--- src/rtl/lfsr_arbiter_pkg.sv ---
// Shared definitions for the LFSR arbiter slice.
//   LFSR_W       : width of the pseudo-random generator
//   state_t      : arbiter FSM encoding (ST_LOAD, ST_SERVE)
//   DEFAULT_SEED : non-zero value loaded into the generator on (re)seed
//   lfsr_next()  : one generator step, taps give a maximal period of 7
package lfsr_arbiter_pkg;

  localparam int LFSR_W = 3;

  typedef enum logic {
    ST_LOAD  = 1'b0,
    ST_SERVE = 1'b1
  } state_t;

  localparam logic [LFSR_W-1:0] DEFAULT_SEED = 3'b001;

  function automatic logic [LFSR_W-1:0] lfsr_next(input logic [LFSR_W-1:0] q);
    return {q[1], q[2] ^ q[0], q[2]};
  endfunction

endpackage

--- src/rtl/lfsr_arbiter_lfsr_step.sv ---
// 3-bit LFSR register with seed load and step enable.
//   clk     : clock, rising edge
//   reset_n : asynchronous active-low reset, clears the register to 000
//   load    : load seed (has priority over step)
//   step    : advance the generator by one step
//   seed    : value loaded when load is high
//   q       : current register contents
module lfsr_step
  import lfsr_arbiter_pkg::*;
(
  input  logic              clk,
  input  logic              reset_n,
  input  logic              load,
  input  logic              step,
  input  logic [LFSR_W-1:0] seed,
  output logic [LFSR_W-1:0] q
);

  logic [LFSR_W-1:0] q_reg;

  always_ff @(posedge clk or negedge reset_n) begin
    if (!reset_n) begin
      q_reg <= '0;
    end else if (load) begin
      q_reg <= seed;
    end else if (step) begin
      q_reg <= lfsr_next(q_reg);
    end
  end

  assign q = q_reg;

endmodule

--- src/rtl/lfsr_arbiter.sv ---
// Round-robin arbiter sharing one 3-bit LFSR between N_REQ requesters.
// Each grant hands the current LFSR word to one requester and steps the
// generator. The LFSR is seeded after reset, on a reseed pulse, and when it
// is found in the all-zero lock-up state.
//   clk       : clock, rising edge
//   reset_n   : asynchronous active-low reset
//   req       : per-requester request level, held until granted
//   reseed    : single-cycle pulse requesting a reload of SEED
//   gnt       : registered one-hot (or zero) single-cycle grant
//   rnd_valid : registered, high exactly when gnt is non-zero
//   rnd_data  : registered LFSR word for the granted requester, holds otherwise
//   rnd_id    : registered index of the granted requester
//   busy      : high while the seed is being loaded (no grants)
module lfsr_arbiter
  import lfsr_arbiter_pkg::*;
#(
  parameter int                N_REQ = 4,
  parameter logic [LFSR_W-1:0] SEED  = DEFAULT_SEED
) (
  input  logic              clk,
  input  logic              reset_n,
  input  logic [N_REQ-1:0]  req,
  input  logic              reseed,
  output logic [N_REQ-1:0]  gnt,
  output logic              rnd_valid,
  output logic [LFSR_W-1:0] rnd_data,
  output logic [1:0]        rnd_id,
  output logic              busy
);

  state_t            state_reg, state_next;
  logic [1:0]        ptr_reg;
  logic [N_REQ-1:0]  gnt_reg;
  logic              valid_reg;
  logic [LFSR_W-1:0] data_reg;
  logic [1:0]        id_reg;

  logic [LFSR_W-1:0] q;
  logic              lfsr_load;
  logic              lfsr_step_en;
  logic              do_grant;

  // A requester granted last cycle still shows req high; mask it for one
  // cycle so the same request is not granted twice.
  logic [N_REQ-1:0]  eligible;
  assign eligible = req & ~gnt_reg;

  // Candidate gi is the requester gi positions above ptr (2-bit wrap).
  logic [1:0]        cand_idx [N_REQ];
  logic [N_REQ-1:0]  cand_hit;

  for (genvar gi = 0; gi < N_REQ; gi++) begin : g_cand
    assign cand_idx[gi] = ptr_reg + 2'(gi);
    assign cand_hit[gi] = eligible[cand_idx[gi]];
  end

  // Lowest-offset hit wins; scanning downward leaves the nearest one.
  logic       sel_found;
  logic [1:0] sel_idx;

  always_comb begin
    sel_found = 1'b0;
    sel_idx   = '0;
    for (int i = N_REQ - 1; i >= 0; i--) begin
      if (cand_hit[i]) begin
        sel_found = 1'b1;
        sel_idx   = cand_idx[i];
      end
    end
  end

  always_comb begin
    state_next   = state_reg;
    lfsr_load    = 1'b0;
    lfsr_step_en = 1'b0;
    do_grant     = 1'b0;
    case (state_reg)
      ST_LOAD: begin
        // reseed is ignored here: the seed is already going in.
        lfsr_load  = 1'b1;
        state_next = ST_SERVE;
      end
      ST_SERVE: begin
        // A zero LFSR would never leave 000, so reload instead of granting.
        if (reseed || (q == '0)) begin
          state_next = ST_LOAD;
        end else if (sel_found) begin
          do_grant     = 1'b1;
          lfsr_step_en = 1'b1;
        end
      end
      default: state_next = ST_LOAD;
    endcase
  end

  always_ff @(posedge clk or negedge reset_n) begin
    if (!reset_n) begin
      state_reg <= ST_LOAD;
    end else begin
      state_reg <= state_next;
    end
  end

  always_ff @(posedge clk or negedge reset_n) begin
    if (!reset_n) begin
      ptr_reg   <= '0;
      gnt_reg   <= '0;
      valid_reg <= 1'b0;
      data_reg  <= '0;
      id_reg    <= '0;
    end else begin
      valid_reg <= do_grant;
      if (do_grant) begin
        gnt_reg  <= {{(N_REQ-1){1'b0}}, 1'b1} << sel_idx;
        data_reg <= q;
        id_reg   <= sel_idx;
        ptr_reg  <= sel_idx + 2'd1;
      end else begin
        gnt_reg  <= '0;
      end
    end
  end

  lfsr_step u_lfsr (
    .clk     (clk),
    .reset_n (reset_n),
    .load    (lfsr_load),
    .step    (lfsr_step_en),
    .seed    (SEED),
    .q       (q)
  );

  assign gnt       = gnt_reg;
  assign rnd_valid = valid_reg;
  assign rnd_data  = data_reg;
  assign rnd_id    = id_reg;
  assign busy      = (state_reg == ST_LOAD);

endmodule

--- config.mk ---
export PLATFORM = sky130hd
export DESIGN_NAME = lfsr_arbiter
export DESIGN_NICKNAME = d
export VERILOG_FILES = /design/src/rtl/lfsr_arbiter_pkg.sv /design/src/rtl/lfsr_arbiter_lfsr_step.sv /design/src/rtl/lfsr_arbiter.sv
export SDC_FILE = /design/constraint.sdc
export NUM_CORES = 1
export LEC_CHECK = 0
export CAP_MARGIN = 20
export CORE_MARGIN = 2
export CORE_UTILIZATION = 42
export CTS_BUF_LIST = sky130_fd_sc_hd__clkbuf_16
export DETAILED_ROUTE_END_ITERATION = 7
export GPL_TIMING_DRIVEN = 0
export PLACE_DENSITY_LB_ADDON = 0.1
export REMOVE_ABC_BUFFERS = 1
export SLEW_MARGIN = 20
export SYNTH_ARGS = -nofsm -noshare
export SYNTH_HDL_FRONTEND = slang
export SYNTH_SLANG_ARGS = --single-unit
--- constraint.sdc ---
create_clock -name clk -period 1.6 [get_ports clk]
set_clock_uncertainty 0.2 [all_clocks]
set_input_delay 0.48 -clock clk [delete_from_list [all_inputs] [get_ports clk]]
set_output_delay 0.48 -clock clk [all_outputs]
set_load 0.05 [all_outputs]
Yosys cells after proc, flatten, opt, wreduce, memory -nomap -nowiden
Index checks and enable logic that the tools add are counted.
{"block": "word_totals", "input_bits": 7, "elab_cells": 47, "out_inout_bits": 11, "regBits": 16}
{"block": "op_classes", "mux": 24, "add_sub_neg": 4, "order_cmp": 4, "reduce_logical": 2, "eq_ne": 1, "shifts": 1, "bitwise": 4}
{"cell": "2-bit by 3-bit < comparator with 1-bit output, second input constant", "count": 4}
{"cell": "1-bit 2-to-1 mux", "count": 12}
{"cell": "1-bit binary-select mux with 2-bit select", "count": 4}
{"cell": "2-bit 2-to-1 mux", "count": 4}
{"cell": "3-bit 2-to-1 mux", "count": 2}
{"cell": "2-bit by 1-bit adder with 2-bit output, second input constant", "count": 2}
{"cell": "2-bit adder, second input constant", "count": 2}
{"cell": "4-bit AND", "count": 1}
{"cell": "4-bit 2-to-1 mux", "count": 1}
{"cell": "4-bit inverter", "count": 1}
{"cell": "1-bit by 2-bit << shifter with 4-bit output, first input constant", "count": 1}
{"cell": "3-bit logical NOT", "count": 1}
{"cell": "2-bit by 1-bit != test with 1-bit output, second input constant", "count": 1}
{"cell": "1-bit one-hot mux with 2 select lines", "count": 1}
{"cell": "1-bit logical OR", "count": 1}
{"cell": "1-bit inverter", "count": 1}
{"cell": "1-bit bitwise XOR", "count": 1}

Logic depth before layout (Yosys ltp)
Gate-level depths: netlist (run 1).
{"block": "logic_depth", "ltp_word": 13, "mapped_depth": 6, "mapped_depth_nobuf": 5}

By module
A second synthesis (run 1) with hierarchy kept.
{"block": "hier_totals", "hier_cells": 68, "area_unflattened_um2": 764.5}
{"mod": "lfsr_arbiter", "seq_area_each_um2": 325.3, "area_each_um2": 611.8, "instances": 1, "cells_per_inst": 54}
{"mod": "lfsr_step", "seq_area_each_um2": 75.1, "area_each_um2": 152.6, "instances": 1, "cells_per_inst": 14}

Worst setup path after synthesis (run 1)
OpenSTA, ideal clock, no wires.
{"block": "synth_timing", "path_type": "reg2reg", "from": "register gnt_reg[3], in the netlist gnt[3]", "to": "register data_reg[1], in the netlist rnd_data[1]", "period_less_slack_ns": 1.978, "setup_time_ns": 0.125, "n_path_buf": 1, "arrival_ns": 1.653, "required_ns": 1.275, "stages_incl_launch_ff": 6, "path_slack_ns": -0.378, "cell_sequence": "dfrtp_1 nand2b_2 o21ai_2 o311ai_4 buf_6 mux2_4"}
{"block": "synth_between", "elab_chain_len": 11, "word_cells_on_any_way": 17, "cone_classes": "mux: 15; bitwise: 2"}
{"element": "start: declaration", "line": "lfsr_arbiter.sv:33", "text": "logic [N_REQ-1:0] gnt_reg;"}
{"element": "start signal: assignment", "line": "lfsr_arbiter.sv:114", "text": "gnt_reg <= {{(N_REQ-1){1'b0}}, 1'b1} << sel_idx;"}
{"element": "4-bit inverter (*)", "line": "lfsr_arbiter.sv:46", "text": "assign eligible = req & ~gnt_reg;"}
{"element": "4-bit AND (*)", "line": "lfsr_arbiter.sv:46"}
{"element": "1-bit binary-select mux with 2-bit select", "line": "lfsr_arbiter.sv:54", "text": "assign cand_hit[gi] = eligible[cand_idx[gi]];"}
{"element": "1-bit 2-to-1 mux (not written as such)", "line": "lfsr_arbiter.sv:54"}
{"element": "1-bit 2-to-1 mux (3 in series)", "line": "lfsr_arbiter.sv:65", "text": "if (cand_hit[i]) begin"}
{"element": "1-bit 2-to-1 mux (*)", "line": "lfsr_arbiter.sv:65"}
{"element": "1-bit 2-to-1 mux (*)", "line": "lfsr_arbiter.sv:87", "text": "end else if (sel_found) begin"}
{"element": "1-bit 2-to-1 mux (*)", "line": "lfsr_arbiter.sv:85", "text": "if (reseed || (q == '0)) begin"}
{"element": "1-bit 2-to-1 mux (*)", "line": "lfsr_arbiter.sv:77", "text": "case (state_reg)"}
{"element": "end signal: assignment", "line": "lfsr_arbiter.sv:115", "text": "data_reg <= q;"}
{"element": "end: declaration", "line": "lfsr_arbiter.sv:35", "text": "logic [LFSR_W-1:0] data_reg;"}
Every way passes the cells marked *; elsewhere a longest branch is shown, timed or not. The select of a mux whose other input is x is not followed.
A chain may end at the register's enable or synchronous reset.

Worst setup path after layout (run 1)
{"block": "layout_timing", "from": "register gnt_reg[3], in the netlist gnt[3]", "to": "register ptr_reg[0]"}
{"block": "layout_between", "elab_chain_len": 11, "word_cells_on_any_way": 22, "cone_classes": "add/sub: 1; mux: 19; bitwise: 2"}
{"element": "4-bit inverter (*)", "line": "lfsr_arbiter.sv:46"}
{"element": "4-bit AND (*)", "line": "lfsr_arbiter.sv:46"}
{"element": "1-bit binary-select mux with 2-bit select", "line": "lfsr_arbiter.sv:54"}
{"element": "1-bit 2-to-1 mux (not written as such)", "line": "lfsr_arbiter.sv:54"}
{"element": "1-bit 2-to-1 mux (4 in series)", "line": "lfsr_arbiter.sv:65"}
{"element": "1-bit 2-to-1 mux", "line": "lfsr_arbiter.sv:87"}
{"element": "1-bit 2-to-1 mux", "line": "lfsr_arbiter.sv:85"}
{"element": "1-bit 2-to-1 mux", "line": "lfsr_arbiter.sv:77"}
{"element": "end signal: assignment", "line": "lfsr_arbiter.sv:117", "text": "ptr_reg <= sel_idx + 2'd1;"}
{"element": "end: declaration", "line": "lfsr_arbiter.sv:32", "text": "logic [1:0] ptr_reg;"}
Marked as above.

==> flow_metrics.tcl, run 1 <==
set metrics [dict create \
    gp_congestion 0.755 \
    rsz0062_at_grt "yes" \
    numCtsBuffers 3 \
    cp.required_ns 1.53 \
    p_comb_frac 0.494 \
    vias 581 \
    p_clk_frac 0.199 \
    maxCapViolCount 0 \
    crit_fanout 4 \
    netSwitchingPower_mw 0.984 \
    dp_worst_setup_slack_ns -0.765 \
    numPortBuffers 17 \
    gr-total-overflow 0 \
    core_um2 1710 \
    final_antenna_net_count 0 \
    finalCritPeriodShare 1.01 \
    switching_share 0.421 \
    fin_nets 105 \
    relSlewSlack 0.547 \
    hold_path_class "flop to flop" \
    ioPinCount 18 \
    ff_latch_area_um2 404 \
    placedCellCount 106 \
    dp_hpwl_um 956 \
    netlist_area_um2 747 \
    clock_path_buffers 2 \
    p_leak_nw 0.549 \
    slew_violations 0 \
    multi_input_area_um2 360 \
    period_minus_slack_ns 1.62 \
    hold_buffers 0 \
    nFillCells 139 \
    die_w_um 46.2 \
    syn_inst 65 \
    grt_max_degree 17 \
    intPower_mw 1.36 \
    grt_pass1_vias 544 \
    cts_max_level 1 \
    setup-tns-final_ns -0.0525 \
    worst_pin_slew_ns 0.678 \
    avgSynthCellArea_um2 11.5 \
    power_density_nw_per_um2 2120 \
    pwr-share-seq 0.307 \
    critPathKind "flop to flop" \
    cts_root_buf "clkbuf_16" \
    instances_no_fill 121 \
    syn_to_final_growth_pct 47.4 \
    clkSinkCount 16 \
    largest_reg_flops 4 \
    setup_ws_ns -0.0228 \
    cts_tree "done" \
    hold_viol 0 \
    drt_iter0_drc 3 \
    power_mw 2.34 \
    fin_util 0.645 \
    violations "negative setup slack" \
    drive_gt1_frac 0.531 \
    ir_drop_uv 1200 \
    synth_seq_cells 16 \
    start_kind "flop" \
    first_pass_iters 3 \
    finalSetupViolations 3 \
    drc 0 \
    grt_use_total 0.177 \
    clkLatencyLatePin_ns 0.24 \
    grt_pass1_wl_mm 2.56 \
    grt_antenna_before_repair 0 \
    status "finished, violations left" \
    yosys_warnings 0 \
    clkTransAtPathRegs_ns 0.05 \
    rows 15 \
    cp.arrival_ns 1.55 \
    start_util 0.437 \
    totalWireLength_mm 1.58 \
    clock.fmax_mhz 616 \
    critical_path.endpoint_type "flop" \
    yosysSeqAreaShare 0.536 \
    synth_cell_types 29 \
    wl_per_cell_um 13.0 \
    viasPerCell 4.80 \
    dieArea_um2 2130 \
    n_antenna_cell 0 \
    die_h_um 46.2 \
]
-- final cells by class --
cell class              instances  share of cell area
clock buffers                   3              0.0682
multi-input cells              43               0.327
flip-flops and latches         16               0.367
inverters                       5              0.0193
well taps                      25              0.0284
repair buffers                 29               0.190
-- cells by family (layout without fill, tap and decap cells) --
logic type | Yosys count | after routing | share of synthesized area
AND/OR/NAND/NOR | 23 | 23 | 0.186
AO/OA/AOI/OAI | 16 | 16 | 0.174
flip-flops | 16 | 16 | 0.536
buffers and inverters | 6 | 37 | 0.0402
XOR/XNOR | 2 | 2 | 0.0235
multiplexers | 2 | 2 | 0.0402
-- critical path, cell delays in order (launching register included) --
cell and delay, ns:
dfrtp_1 0.37, nand2b_4 0.15, buf_4 0.15, nor2_2 0.11, o211ai_2 0.13, or2_4 0.30, o21a_1 0.11
-- power groups by stage --
stage / Sequential, mW / Combinational [mW] / Clock [mW]
6_report: 0.717 / 1.16 / 0.466
5_1_grt: 0.738 / 1.24 / 0.493
4_1_cts: 0.697 / 1.10 / 0.476
3_5_place_dp: 0.698 / 1.02 / 0
3_3_place_gp: 0.694 / 1.01 / 0
2_1_floorplan: 0.984 / 0.430 / 0
-- layer usage --
layer,vias up,routed length (um),global-route usage
met3,2,44,0.0353
li1,290,-,-
met4,0,10,0.103
met5,-,0,0
met2,10,784,0.256
met1,279,735,0.244
-- metrics by stage --
stage	area, um^2	hold slack (ns)
floorplan	736	-0.0156
global placement	937	0.268
detailed placement	937	0.272
CTS	1080	0.277
global route	1100	0.318
finish	1100	0.273
-- cell usage after synthesis (all sizes together) --
master	instances	area, um^2
dfrtp	16	400
nor2	6	30.0
inv	5	18.8
nand2	5	18.8
o21ai	5	28.8
a21oi	3	15.0
a22o	2	17.5
and3	2	12.5
mux2	2	30.0
nand2b	2	15.0
nor2b	2	17.5
o21a	2	15.0
xor2	2	17.5
a21boi	1	7.51
and2	1	6.26
buf	1	11.3
nand3	1	5.00
nor3	1	10.0
nor3b	1	7.51
nor4bb	1	10.0
o211ai	1	12.5
o311ai	1	26.3
o31ai	1	7.51
or2	1	6.26
-- cell usage in the layout (no fill, tap or decap), drive strengths merged, types with 2 or more instances in the layout --
master / n
nor2b: 2
o21ai: 5
buf: 24
xor2: 2
clkbuf: 6
o21a: 2
nand2: 5
a21oi: 3
dfrtp: 16
nand2b: 2
and3: 2
inv: 5
a22o: 2
nor2: 6
mux2: 2
-- timing repair --
action,CTS,global route
pin swaps,7,5
setup endpoints to repair,26,20
setup buffers,11,1
gates resized for setup,77,21
-- path summary, 6_finish.rpt --
path / cells after the start / endpoint / slack [ns] / start
hold reg to reg: 2 / rnd_id[0]$_DFFE_PN0P_ / 0.27 / rnd_id[0]$_DFFE_PN0P_
hold / removal: 2 / rnd_id[0]$_DFFE_PN0P_ / 0.27 / rnd_id[0]$_DFFE_PN0P_
setup / recovery: 6 / ptr_reg[0]$_DFFE_PN0P_ / -0.02 / gnt[3]$_DFF_PN0_
max in group asynchronous: 1 / u_lfsr.q[2]$_DFFE_PN0P_ / 0.27 / reset_n
min in group asynchronous: 1 / rnd_data[2]$_DFFE_PN0P_ / 0.46 / reset_n
setup reg to reg: 6 / ptr_reg[0]$_DFFE_PN0P_ / -0.02 / gnt[3]$_DFF_PN0_
(Power assumes the default switching activity.)
==> run 2: changes to the inputs <==
--- a/config.mk
+++ b/config.mk
@@ -12,7 +12,6 @@
 export DETAILED_ROUTE_END_ITERATION = 7
 export GPL_TIMING_DRIVEN = 0
 export PLACE_DENSITY_LB_ADDON = 0.1
-export REMOVE_ABC_BUFFERS = 1
 export SLEW_MARGIN = 20
 export SYNTH_ARGS = -nofsm -noshare
 export SYNTH_HDL_FRONTEND = slang
==> run 2 against run 1 <==
  * Register-to-register slack worse by 0.03 ns
  * Critical path depth down 1
  * Wire length down 1.8%
  * Largest power group unchanged
  * The run still ends with negative setup slack left
  * Non-clock buffer count down 1
  * Setup slack worse by 0.025 ns
  * Fmax down 1.5%
==> flow_metrics.tcl, run 2 (same netlist as run 1, synthesis figures left out) <==
set metrics [dict create \
    p_leak_nw 0.543 \
    grt_pass1_wl_mm 2.53 \
    cp.buffers_inverters 1 \
    final_antenna_net_count 0 \
    placedCellCount 107 \
    critical_path.endpoint_type "flop" \
    cts_root_buf "clkbuf_16" \
    drc 0 \
    ir_drop_uv 1330 \
    power_mw 2.38 \
    rsz0062_at_grt "yes" \
    finalSetupViolations 3 \
    crit_fanout 4 \
    syn_to_final_growth_pct 50.3 \
    path_cells "nand2b_4 -> o21ai_4 -> o311ai_4 -> buf_6 -> mux2_4" \
    first_pass_iters 2 \
    rows 15 \
    cp.arrival_ns 1.58 \
    clkSinkCount 16 \
    core_um2 1710 \
    start_util 0.437 \
    period_minus_slack_ns 1.65 \
    clkLatencyLatePin_ns 0.25 \
    hold_path_class "flop to flop" \
    clkTransAtPathRegs_ns 0.05 \
    instances_no_fill 121 \
    cts_tree "done" \
    fin_util 0.657 \
    largest_reg_flops 4 \
    status "finished, violations left" \
    totalWireLength_mm 1.55 \
    drive_gt1_frac 0.583 \
    hold_buffers 0 \
    numCtsBuffers 3 \
    clock.fmax_mhz 607 \
    gp_congestion 0.775 \
    gr-total-overflow 0 \
    start_kind "flop" \
    dieArea_um2 2130 \
    relSlewSlack 0.539 \
    ioPinCount 18 \
    grt_max_degree 17 \
    cpPeakStageDelay_ns 0.35 \
    clock_path_buffers 2 \
    grt_pass1_vias 546 \
    syn-num-nets 72 \
    slew_violations 0 \
    cts_max_level 1 \
    grt_use_total 0.177 \
    vias 576 \
    finalCritPeriodShare 1.03 \
    violations "negative setup slack" \
    setup_ws_ns -0.0478 \
    slowest_stage "dfrtp_2" \
    worst_pin_slew_ns 0.690 \
    n_antenna_cell 0 \
    cp.required_ns 1.53 \
    wl_per_cell_um 12.8 \
    power_density_nw_per_um2 2120 \
    drt_iter0_drc 5 \
    dp_hpwl_mm 1.05 \
    die_w_um 46.2 \
    die_h_um 46.2 \
    grt_antenna_before_repair 0 \
    setup-tns-final_ns -0.107 \
    fin_nets 104 \
    maxCapViolCount 0 \
    critPathKind "flop to flop" \
    numPortBuffers 17 \
    viasPerCell 4.76 \
    hold_viol 0 \
    path_delay_family "compound AO/OA/AOI/OAI gates" \
    layout_common_cells "buf_2, buf_4, dfrtp_1, dfrtp_2, nand2_1" \
]
[run 2: power breakdown]
part           internal (mW)  switching (mW)  total (mW)
Sequential             0.567           0.149       0.716
Clock                  0.331           0.152       0.483
Combinational          0.478           0.701        1.18
Total                   1.38            1.00        2.38
[run 2: worst paths after layout]
| kind | cells past startpoint | slack, ns | end | startpoint |
|---|---|---|---|---|
| setup reg to reg | 5 | -0.05 | rnd_data[2]$_DFFE_PN0P_ | gnt[3]$_DFF_PN0_ |
| max in group asynchronous | 1 | 0.26 | gnt[1]$_DFF_PN0_ | reset_n |
| setup / recovery | 5 | -0.05 | rnd_data[2]$_DFFE_PN0P_ | gnt[3]$_DFF_PN0_ |
| min in group asynchronous | 1 | 0.45 | rnd_data[2]$_DFFE_PN0P_ | reset_n |
| hold reg to reg | 2 | 0.28 | rnd_id[1]$_DFFE_PN0P_ | rnd_id[1]$_DFFE_PN0P_ |
| hold / removal | 2 | 0.28 | rnd_id[1]$_DFFE_PN0P_ | rnd_id[1]$_DFFE_PN0P_ |
[run 2: repair_timing]
item	in CTS	in global routing
pin swaps	6	5
resized for setup	78	11
setup buffers	8	2
endpoints found under the hold margin	0	0
endpoints found under the setup margin	26	15
[run 2: metrics by stage]
stage / area, um^2 / hold WS [ns] / worst slack [ns]
global route: 1120 / 0.307 / -0.102
detailed placement: 970 / 0.282 / -0.659
floorplan: 768 / -0.0156 / -0.217
CTS: 1070 / 0.291 / -0.0306
finish: 1120 / 0.280 / -0.0478
global placement: 970 / 0.268 / -0.634
[run 2: area by class of cell]
class | count | area (um^2)
Buffer | 1 | 11.3
Clock buffer | 3 | 75.1
Clock inverter | 1 | 3.75
Fill cell | 136 | 586
Inverter | 5 | 21.3
Multi-Input combinational cell | 43 | 384
Sequential cell | 16 | 409
Tap cell | 25 | 31.3
Timing Repair Buffer | 27 | 186
[run 2: worst register-to-register path, cell delays in order, from the launching register on]
cell      delay, ns
dfrtp_2        0.35
nand2b_4       0.13
o21ai_4        0.07
o311ai_4       0.33
buf_6          0.17
mux2_4         0.29
[run 2: routing by layer]
layer  global-route usage  vias to the layer above  wire length, um
met5                    0                        -                0
li1                     -                      284                -
met4                0.103                        0               39
met2                0.258                       11              756
met3               0.0471                        4               50
met1                0.235                      277              700
==> run 3: changes to the inputs <==
--- a/config.mk
+++ b/config.mk
@@ -7,7 +7,7 @@
 export LEC_CHECK = 0
 export CAP_MARGIN = 20
 export CORE_MARGIN = 2
-export CORE_UTILIZATION = 42
+export CORE_UTILIZATION = 50
 export CTS_BUF_LIST = sky130_fd_sc_hd__clkbuf_16
 export DETAILED_ROUTE_END_ITERATION = 7
 export GPL_TIMING_DRIVEN = 0
==> constraint.sdc (replaced) <==
create_clock -name clk -period 1.9 [get_ports clk]
set_clock_uncertainty 0.2 [all_clocks]
set_input_delay 0.57 -clock clk [delete_from_list [all_inputs] [get_ports clk]]
set_output_delay 0.57 -clock clk [all_outputs]
set_load 0.05 [all_outputs]
==> run 3 against run 2 <==
  * The run now ends clean
  * Combinational power decreased by 26%
  * Die area decreased by 15%
  * Utilization increased by 12 points
  * Sequential power decreased by 17%
  * Register-to-register slack improved by 0.28 ns
  * Setup slack improved by 0.095 ns
  * Worst hold slack improved by 0.0022 ns
  * Critical endpoint is now rnd_id[0]
  * Largest cell class unchanged
  * Highest routed layer is now met3
==> flow_metrics.tcl, run 3 (same netlist as run 1, synthesis figures left out) <==
set metrics [dict create \
    status "complete, no violations" \
    totalWireLength_mm 1.55 \
    clock.fmax_mhz 540 \
    gp_congestion 0.731 \
    relSlewSlack 0.536 \
    vias 564 \
    rows 13 \
    wl_per_cell_um 14.8 \
    crit_fanout 2 \
    ir_drop_uv 1120 \
    grt_pass1_vias 581 \
    grt_pass1_wl_mm 2.64 \
    critPathKind "flop to primary output" \
    clock_path_buffers 2 \
    finalSetupViolations 0 \
    hold_viol 0 \
    syn_to_final_growth_pct 39.7 \
    numCtsBuffers 3 \
    drive_gt1_frac 0.289 \
    power_density_nw_per_um2 1790 \
    start_kind "flop" \
    layout_common_cells "dfrtp_1, nor2_1, nand2_1, dlygate4sd2_1" \
    path_cells "clkdlybuf4s15_1" \
    cts_max_level 1 \
    hold_buffers 0 \
    grt_antenna_before_repair 0 \
    clkLatencyLatePin_ns 0.24 \
    clkSinkCount 16 \
    grtUsageMet3 0.0468 \
    maxCapViolCount 0 \
    met1_usage 0.276 \
    p_clk_frac 0.217 \
    path_delay_family "buffers and inverters" \
    cpPeakStageDelay_ns 0.50 \
    netSwitchingPower_mw 0.805 \
    n_antenna_cell 0 \
    fin_nets 98 \
    grt_use_total 0.193 \
    final_antenna_net_count 0 \
    period_minus_slack_ns 1.85 \
    rsz0062_at_grt "no" \
    finalInstanceArea_um2 1040 \
    switching_share 0.430 \
    dp_hpwl_mm 1.08 \
    clkTransAtPathRegs_ns 0.05 \
    cp.arrival_ns 1.08 \
    place_area_um2 937 \
    hold_path_class "flop to flop" \
    cts_root_buf "clkbuf_16" \
    core_um2 1350 \
    numPortBuffers 17 \
    ioPinCount 18 \
    slowest_stage "clkdlybuf4s15_1" \
    viasPerCell 5.37 \
    cp.required_ns 1.13 \
    pwr-share-seq 0.316 \
    die_w_um 42.7 \
    drc 0 \
    critical_path.endpoint_type "primary output" \
    syn-num-nets 72 \
    worst_pin_slew_ns 0.693 \
    worst_hold_slack_ns 0.282 \
    finalCritPeriodShare 0.975 \
    largest_reg_flops 4 \
    die_h_um 42.7 \
    p_leak_nw 0.512 \
    cp.buffers_inverters 1 \
    cts_tree "done" \
    gr-total-overflow 0 \
    drt_iter0_drc 5 \
    p_comb_frac 0.467 \
    slew_violations 0 \
    grt_use_met2 0.294 \
    dieArea_um2 1820 \
    first_pass_iters 4 \
    intPower_mw 1.06 \
    layout_commonest_cell "dfrtp_1" \
    start_util 0.553 \
    grt-busiest-layer "met2" \
    grt_max_degree 17 \
]
[run 3: final timing paths]
path,from,endpoint,slack (ns),cells past startpoint
hold / removal,rnd_id[0]$_DFFE_PN0P_,rnd_id[0]$_DFFE_PN0P_,0.28,2
setup / recovery,rnd_id[0]$_DFFE_PN0P_,rnd_id[0],0.05,1
min in group asynchronous,reset_n,state_reg$_DFF_PN0_,0.55,1
setup reg to reg,u_lfsr.q[2]$_DFFE_PN0P_,rnd_data[1]$_DFFE_PN0P_,0.23,5
hold reg to reg,rnd_id[0]$_DFFE_PN0P_,rnd_id[0]$_DFFE_PN0P_,0.28,2
max in group asynchronous,reset_n,gnt[3]$_DFF_PN0_,0.47,1
[run 3: metal layers]
layer  routed length [um]  vias up
met5                    0        -
met4                    0        0
met3                   72        0
met1                  718      276
met2                  762       15
li1                     -      273
[run 3: area by class of cell]
| type | instances | area [um^2] |
|---|---|---|
| fillers | 90 | 307 |
| clock inverters | 1 | 3.75 |
| flip-flops and latches | 16 | 402 |
| inverters | 5 | 18.8 |
| repair buffers | 21 | 183 |
| plain buffers | 1 | 11.3 |
| well taps | 15 | 18.8 |
| clock buffers | 3 | 75.1 |
| multi-input cells | 43 | 332 |
[run 3: power groups by stage]
stage               logic (mW)  clock network [mW]  registers (mW)
global route             0.931               0.430           0.609
detailed placement       0.886                   0           0.591
CTS                      0.881               0.412           0.590
floorplan                0.377                   0           0.829
global placement         0.866                   0           0.583
finish                   0.873               0.405           0.591
[run 3: metrics by stage]
step	power (mW)	worst slack (ns)	setup TNS, ns	utilization	cells
after CTS	1.88	0.00862	0	0.780	105
after floorplan	1.21	0.0146	0	-	65
after global placement	1.45	-0.415	-3.89	0.694	97
final	1.87	0.0471	0	0.773	105
after global routing	1.97	0.00816	0	0.773	105
after detailed placement	1.48	-0.419	-4.33	0.694	97
[run 3: repair_timing]
item	CTS	global route
cloned	0	0
resized for setup	27	10
buffers inserted	4	0
pin swaps	1	1
setup endpoints to repair	24	11
